**src/rtl/vertex_pkg.sv**
```systemverilog
// Shared types for the vertex accumulator: FIFO entry and FSM state.
// FV_size / Max_Node_id normally come from the project define header; defaults apply otherwise.
`ifndef FV_size
`define FV_size 16
`endif
`ifndef Max_Node_id
`define Max_Node_id 16
`endif

package vertex_pkg;

  localparam int FV_W = `FV_size;
  localparam int ID_W = $clog2(`Max_Node_id);

  typedef struct packed {
    logic [ID_W-1:0] node_id;
    logic [FV_W-1:0] data;
  } vtx_result_t;

  typedef enum logic {
    S_IDLE,
    S_ACC
  } acc_state_t;

endpackage

```
**src/rtl/vertex_accumulator_if.sv**
```systemverilog
// Bus bundles around the accumulator: partial-sum input from the PE and the
// result output to writeback.
interface vertex_pe_if;
  import vertex_pkg::*;

  logic            PE_valid;
  logic [FV_W-1:0] PE_data;
  logic [ID_W-1:0] PE_node_id;
  logic            PE_last;
  logic            Acc_stall;

  modport master (output PE_valid, PE_data, PE_node_id, PE_last, input Acc_stall);
  modport slave  (input PE_valid, PE_data, PE_node_id, PE_last, output Acc_stall);
endinterface

interface vertex_out_if;
  import vertex_pkg::*;

  logic            Out_valid;
  logic [FV_W-1:0] Out_data;
  logic [ID_W-1:0] Out_node_id;
  logic            Out_ready;

  modport master (output Out_valid, Out_data, Out_node_id, input Out_ready);
  modport slave  (input Out_valid, Out_data, Out_node_id, output Out_ready);
endinterface

```
**src/rtl/vertex_out_fifo.sv**
```systemverilog
// Result FIFO with a registered head entry; push into an empty FIFO shows up
// at the head one cycle later (no bypass).
module vertex_out_fifo
  import vertex_pkg::*;
#(
  parameter int DEPTH = 4
) (
  input  logic                       clk,
  input  logic                       reset,
  input  logic                       push,
  input  vtx_result_t                push_entry,
  input  logic                       pop,
  output vtx_result_t                head,
  output logic                       full,
  output logic                       empty,
  output logic [$clog2(DEPTH+1)-1:0] count
);

  localparam int PW = $clog2(DEPTH);
  localparam int CW = $clog2(DEPTH+1);

  vtx_result_t   mem [DEPTH];
  vtx_result_t   head_q;
  logic [PW-1:0] rd_ptr_q;
  logic [PW-1:0] wr_ptr_q;
  logic [CW-1:0] count_q;

  logic          do_push;
  logic          do_pop;
  logic [CW-1:0] remain;
  logic [PW-1:0] next_rd;

  assign do_push = push && (count_q != CW'(DEPTH));
  assign do_pop  = pop && (count_q != '0);
  assign remain  = count_q - CW'(do_pop);
  assign next_rd = rd_ptr_q + PW'(do_pop);

  // NOTE: the storage array carries no reset; count_q alone says which slots are live.
  always_ff @(posedge clk) begin
    if (do_push) mem[wr_ptr_q] <= push_entry;
  end

  // NOTE: sequential state uses non-blocking assignments so every register
  // samples pre-edge values regardless of statement order.
  always_ff @(posedge clk) begin
    if (reset) begin
      rd_ptr_q <= '0;
      wr_ptr_q <= '0;
      count_q  <= '0;
      head_q   <= '0;
    end else begin
      if (do_push) wr_ptr_q <= wr_ptr_q + 1'b1;
      rd_ptr_q <= next_rd;
      count_q  <= remain + CW'(do_push);
      // Head follows the oldest surviving entry; an empty FIFO takes the new push.
      if (remain != '0)  head_q <= mem[next_rd];
      else if (do_push)  head_q <= push_entry;
    end
  end

  assign head  = head_q;
  assign full  = (count_q == CW'(DEPTH));
  assign empty = (count_q == '0);
  assign count = count_q;

endmodule

```
**src/rtl/vertex_accumulator.sv**
```systemverilog
// Sums per-chunk dot-product partials per node and queues finished results.
// Build option: define ACC_SAT_EN for a saturating adder (default wraps).
module vertex_accumulator
  import vertex_pkg::*;
#(
  parameter int DEPTH = 4
) (
  input  logic         clk,
  input  logic         reset,
  vertex_pe_if.slave   pe,
  vertex_out_if.master out,
  output logic         Id_err
);

  localparam int CW = $clog2(DEPTH+1);

  acc_state_t      state_q, state_d;
  logic [FV_W-1:0] acc_sum_q, acc_sum_d;
  logic [ID_W-1:0] acc_id_q, acc_id_d;
  logic            id_err_q, id_err_d;

  logic            accept;
  logic            continuing;
  logic [FV_W-1:0] beat_sum;
  logic            push;
  vtx_result_t     push_entry;

  vtx_result_t     fifo_head;
  logic            fifo_full;
  logic            fifo_empty;
  logic [CW-1:0]   fifo_count;

  function automatic logic [FV_W-1:0] acc_add(input logic [FV_W-1:0] a,
                                             input logic [FV_W-1:0] b);
`ifdef ACC_SAT_EN
    logic [FV_W:0] s;
    s = {1'b0, a} + {1'b0, b};
    return s[FV_W] ? '1 : s[FV_W-1:0];
`else
    return a + b;
`endif
  endfunction

  assign accept     = pe.PE_valid && !fifo_full;
  // A beat for a different node restarts accumulation as if it were a first beat.
  assign continuing = (state_q == S_ACC) && (pe.PE_node_id == acc_id_q);
  assign beat_sum   = continuing ? acc_add(acc_sum_q, pe.PE_data) : pe.PE_data;

  always_ff @(posedge clk) begin
    if (reset) begin
      state_q   <= S_IDLE;
      acc_sum_q <= '0;
      acc_id_q  <= '0;
      id_err_q  <= 1'b0;
    end else begin
      state_q   <= state_d;
      acc_sum_q <= acc_sum_d;
      acc_id_q  <= acc_id_d;
      id_err_q  <= id_err_d;
    end
  end

  always_comb begin
    // NOTE: every output of this block gets a default first so no path infers a latch.
    state_d    = state_q;
    acc_sum_d  = acc_sum_q;
    acc_id_d   = acc_id_q;
    id_err_d   = id_err_q;
    push       = 1'b0;
    push_entry = '0;
    if (accept) begin
      if ((state_q == S_ACC) && !continuing) id_err_d = 1'b1;
      if (pe.PE_last) begin
        push               = 1'b1;
        push_entry.node_id = pe.PE_node_id;
        push_entry.data    = beat_sum;
        state_d            = S_IDLE;
      end else begin
        acc_sum_d = beat_sum;
        acc_id_d  = pe.PE_node_id;
        state_d   = S_ACC;
      end
    end
  end

  vertex_out_fifo #(.DEPTH(DEPTH)) u_fifo (
    .clk        (clk),
    .reset      (reset),
    .push       (push),
    .push_entry (push_entry),
    .pop        (out.Out_ready),
    .head       (fifo_head),
    .full       (fifo_full),
    .empty      (fifo_empty),
    .count      (fifo_count)
  );

  // Stall depends only on registered occupancy, never on Out_ready.
  assign pe.Acc_stall    = (fifo_count == CW'(DEPTH));
  assign out.Out_valid   = !fifo_empty;
  assign out.Out_data    = fifo_head.data;
  assign out.Out_node_id = fifo_head.node_id;
  assign Id_err          = id_err_q;

endmodule

```
**src/flat_wrapper.sv**
```systemverilog
// flat-port wrapper written by rule: the top's interface ports become plain ports
module vertex_accumulator_flat import vertex_pkg::*;
#(
  parameter int DEPTH = 4
)
  (clk, reset, Id_err, pe_PE_valid, pe_PE_data, pe_PE_node_id, pe_PE_last, pe_Acc_stall, out_Out_valid, out_Out_data, out_Out_node_id, out_Out_ready);
  vertex_pe_if pe_i ();
  vertex_out_if out_i ();
  input  logic clk;
  input  logic reset;
  output logic Id_err;
  input wire logic [$bits(pe_i.PE_valid)-1:0] pe_PE_valid;
  input wire logic [$bits(pe_i.PE_data)-1:0] pe_PE_data;
  input wire logic [$bits(pe_i.PE_node_id)-1:0] pe_PE_node_id;
  input wire logic [$bits(pe_i.PE_last)-1:0] pe_PE_last;
  output wire logic [$bits(pe_i.Acc_stall)-1:0] pe_Acc_stall;
  output wire logic [$bits(out_i.Out_valid)-1:0] out_Out_valid;
  output wire logic [$bits(out_i.Out_data)-1:0] out_Out_data;
  output wire logic [$bits(out_i.Out_node_id)-1:0] out_Out_node_id;
  input wire logic [$bits(out_i.Out_ready)-1:0] out_Out_ready;
  assign pe_i.PE_valid = pe_PE_valid;
  assign pe_i.PE_data = pe_PE_data;
  assign pe_i.PE_node_id = pe_PE_node_id;
  assign pe_i.PE_last = pe_PE_last;
  assign pe_Acc_stall = pe_i.Acc_stall;
  assign out_Out_valid = out_i.Out_valid;
  assign out_Out_data = out_i.Out_data;
  assign out_Out_node_id = out_i.Out_node_id;
  assign out_i.Out_ready = out_Out_ready;
  vertex_accumulator #(.DEPTH(DEPTH)) u_core (.clk(clk), .reset(reset), .pe(pe_i), .out(out_i), .Id_err(Id_err));
endmodule
```
**config.mk**
```make
export PLATFORM = sky130hd
export DESIGN_NAME = vertex_accumulator_flat
export DESIGN_NICKNAME = d
export VERILOG_FILES = /design/src/rtl/vertex_pkg.sv /design/src/rtl/vertex_accumulator_if.sv /design/src/rtl/vertex_out_fifo.sv /design/src/rtl/vertex_accumulator.sv /design/src/flat_wrapper.sv
export SDC_FILE = /design/constraint.sdc
export NUM_CORES = 1
export LEC_CHECK = 0
export CELL_PAD_IN_SITES_DETAIL_PLACEMENT = 1
export CELL_PAD_IN_SITES_GLOBAL_PLACEMENT = 1
export CORE_MARGIN = 3
export CORE_UTILIZATION = 47
export DETAILED_ROUTE_END_ITERATION = 6
export PLACE_DENSITY = 0.83
export RECOVER_POWER = 50
export SYNTH_ARGS = -nofsm -noshare
export SYNTH_HDL_FRONTEND = slang
export SYNTH_HIERARCHICAL = 1
export SYNTH_SLANG_ARGS = --single-unit
export TNS_END_PERCENT = 100
```
**constraint.sdc**
```tcl
create_clock -name clk -period 2.63 [get_ports clk]
set_input_delay 0.3945 -clock clk [delete_from_list [all_inputs] [get_ports clk]]
set_output_delay 0.3945 -clock clk [all_outputs]
set_load 0.01 [all_outputs]
```
==> run summary <==
• **status** finished, final reports clean
• **delay of the slowest critical-path stage** 0.41 ns
• **Post-Synth Adder-Cell Area** 5.08%
• **initial detailed-routing violation count** 511
• **NumNets Final** 719
• **Peak Freq** 382 MHz
• **delay-heaviest family, CP** compound AO/OA/AOI/OAI gates
• **time the worst path needs with I/O delays and setup** 2.62 ns
• **Clock Sink Count** 129
• **height of the die** 122 um
• **cell taking the most area after synthesis** sky130_fd_sc_hd__edfxtp_1
• **post-synthesis area per instance** 11.6 um^2
• **static power due to leakage** 3.57 nW
• **I/O Buffers** 47
• **core footprint** 12900 um^2
• **portion of synthesized cell area occupied by the leading cell type** 38.1%
• **ratio of routed vias to standard cells** 6.23
• **Post-Route WL** 22700 um
• **clk slew on worst S/H paths** 0.06 ns
• **Crit path required time** 2.95 ns
• **final number of hold-violating endpoints** 0
• **portion of the post-synthesis area used by sequential elements** 53.7%
• **Crit path arrival time** 2.94 ns
• **distinct cell type count of the synthesized netlist** 59
• **total negative setup slack** 0 ns
• **H-Tree Level Count** 4
• **Worst setup SP type** flip-flop
• **total number of vias** 5324
• **max-cap check violation count** 0
• **clock tree root driver cell** sky130_fd_sc_hd__clkbuf_16
• **synthesis-to-layout area growth** 34.2%
• **number of failing setup endpoints in the final timing report** 0
• **Post-synth EDFFs** 80
• **Synth Net Count** 593
• **cell chain of the critical path** ha_2 -> fa_2 -> a21oi_4 -> o211ai_1 -> a31oi_1 -> o21ai_1 -> a221oi_4 -> nor2_2 -> a21oi_2 -> a21oi_2
• **Most used DFF post-synth** sky130_fd_sc_hd__edfxtp_1
• **dominant combinational cell family by area after synthesis** compound AO/OA/AOI/OAI gates
• **post-synthesis simple-gate area fraction** 10.3%
• **Initial DRT Pass Iterations** 5
• **type of the most critical hold path** reg2reg
• **type of the worst setup path** reg2reg
• **cts hold-fix bufs** 0
• **combined global-route utilization of all metal layers** 29.8%
• **DRC errors left** 0
• **Final ANT Viol Nets** 0
• **clock tree from TritonCTS** built
• **xor-xnor portion of the synthesized cell area** 2.64%
• **Max Fanout on Critical Path** 4
• **Netlist Area Pre-Place** 6300 um^2
• **Area contributors post-synth** sky130_fd_sc_hd__edfxtp_1 (38%), sky130_fd_sc_hd__dfxtp_1 (16%), sky130_fd_sc_hd__mux2i_1 (7.5%)
• **number of antenna repair diodes** 0
• **endpoint type of the worst setup path** flip-flop
• **fin. max-slew vios** 0
• **ports placed on the boundary** 48
• **Worst-Skew Late Latency** 0.43 ns
• **slew at the pin closest to its max-slew limit** 0.683 ns
• **die width** 122 um
• **effective utilization at floorplan** 48.9%
• **routed length per placed instance** 26.6 um
• **vias in the first global route** 5650
• **DIE AREA** 14800 um^2
• **slowest stage cell, crit path** sky130_fd_sc_hd__fa_2
• **share of layout cells above drive strength 1** 28.4%
• **leading cell types in the layout, fill and taps excluded** sky130_fd_sc_hd__buf_4 (86), sky130_fd_sc_hd__edfxtp_1 (80), sky130_fd_sc_hd__dfxtp_1 (49)
• **antenna violations before repair** 0
• **CTS Buffer Depth** 2
• **count of mapped cells out of synthesis** 543
• **period utilisation layout** 99.6%
• **RD Place Congestion** 0.866
• **Power, Total** 0.00898 W
• **remaining max-slew budget at the tightest pin** 54.5%
• **number of warning messages in the yosys log** 6
• **DPL Wire Length** 12400 um
• **global-route congestion overflow total** 0
• **maximum number of pins on one net before global-route repair** 28
• **synthesis-stage register bit count** 129
• **fraction of registers with async set/reset** 0%
• **share of cell area taken by muxes after synthesis** 7.47%
• **Synth Area in Compound Gates** 16.9%
• **most common cell after layout, fill and taps aside** sky130_fd_sc_hd__buf_4
• **Worst Skew** 0.00889 ns
• **count of buffering cells on the critical path with inverters included** 0
• **Cell Pwr Density** 1060 nW/um^2
• **crit-path most repeated cell** sky130_fd_sc_hd__a21oi_2
• **number of CTS-inserted buffers** 17
• **global-route wire length before repair** 32900 um
• **cell row count** 41
• **largest vdd supply drop** 0.582 mV
==> final cells by class <==
cell class                 instances  area, um^2
fill                            1273        4420
sequential                       129        3380
multi-input combinational        365        2840
timing repair buffer             139        1230
clock buffer                      18         439
clock inverter                    14         284
tap                              172         215
inverter                          17        63.8
==> cell usage after synthesis (all sizes together), types with 7 or more instances <==
library cell,count
clkbuf,18
mux2i,47
a21oi,59
and3,13
nand2,42
o21ai,8
inv,17
dfxtp,49
nor2,47
nand3,11
a211oi,17
xnor2,9
buf,14
edfxtp,80
ha,24
xor2,7
a221o,20
==> cell families (layout without fill, tap and decap cells) <==
| kind of cell | after synthesis | after routing |
|---|---|---|
| AO/OA/AOI/OAI | 140 | 140 |
| AND/OR/NAND/NOR | 137 | 137 |
| flip-flops | 129 | 129 |
| buffers and inverters | 49 | 188 |
| multiplexers | 47 | 47 |
| adder cells (fa/ha/maj) | 25 | 25 |
| XOR/XNOR | 16 | 16 |
==> worst reg2reg max path: cells and delay by family (launching register included) <==
family	cells	cell delay [ns]
compound gates	7	1.46
fa+ha+maj	2	0.61
flops	1	0.32
simple gates	1	0.12
==> path summary, 6_finish.rpt <==
| kind | startpoint | endpoint | slack (ns) | cells after the start |
|---|---|---|---|---|
| hold reg to reg | u_core/u_fifo/head[17] | u_core/u_fifo/head[17] | 0.45 | 2 |
| setup / recovery | u_core/acc_sum_q[0] | u_core/u_fifo/head[14] | 0.01 | 10 |
| setup reg to reg | u_core/acc_sum_q[0] | u_core/u_fifo/head[14] | 0.01 | 10 |
| hold / removal | u_core/u_fifo/head[17] | u_core/u_fifo/head[17] | 0.45 | 2 |
==> power by group <==
part           internal (W)  switching (W)
clock network       0.00200       0.000951
logic               0.00137        0.00206
registers           0.00244       0.000173
total               0.00580        0.00318
==> per-stage QoR <==
step | worst slack [ns] | std cells | utilization [%] | hold slack, ns | cell area, um^2
after floorplan | 0.226 | 543 | - | 0.448 | 6300
after global placement | -0.347 | 807 | 57.7 | 0.448 | 7430
after detailed placement | -0.497 | 807 | 57.7 | 0.446 | 7430
after CTS | -0.0742 | 841 | 63.7 | 0.454 | 8200
after global routing | -0.0994 | 854 | 65.7 | 0.481 | 8460
final | 0.0108 | 854 | 65.7 | 0.451 | 8460
==> layer usage <==
metal | up-vias | routed length [um] | share of wire [%] | GRT usage, %
met5 | - | 0 | 0 | 0
met4 | 0 | 854 | 3.8 | 11.8
met3 | 78 | 1570 | 6.9 | 6.50
met2 | 276 | 11600 | 51 | 51.4
met1 | 2686 | 8660 | 38 | 36.5
li1 | 2284 | - | - | -
==> repair_timing <==
action,in CTS,in global routing
endpoints found under the setup margin,14,31
gates resized for setup,9,32
buffers inserted,2,13
pin swaps,0,15
hold endpoints to repair,0,0
==> registers in the layout, indices dropped and copies added, names as in the netlist <==
register / flops
u_core/u_fifo/count: 3
u_core/u_fifo/mem: 80
u_core/u_fifo/rd_ptr_q: 2
u_core/acc_id_q: 4
u_core/u_fifo/head: 20
u_core/Id_err: 1
u_core/state_q: 1
u_core/u_fifo/wr_ptr_q: 2
u_core/acc_sum_q: 16
No activity file was read; power rests on OpenSTA's default activity.
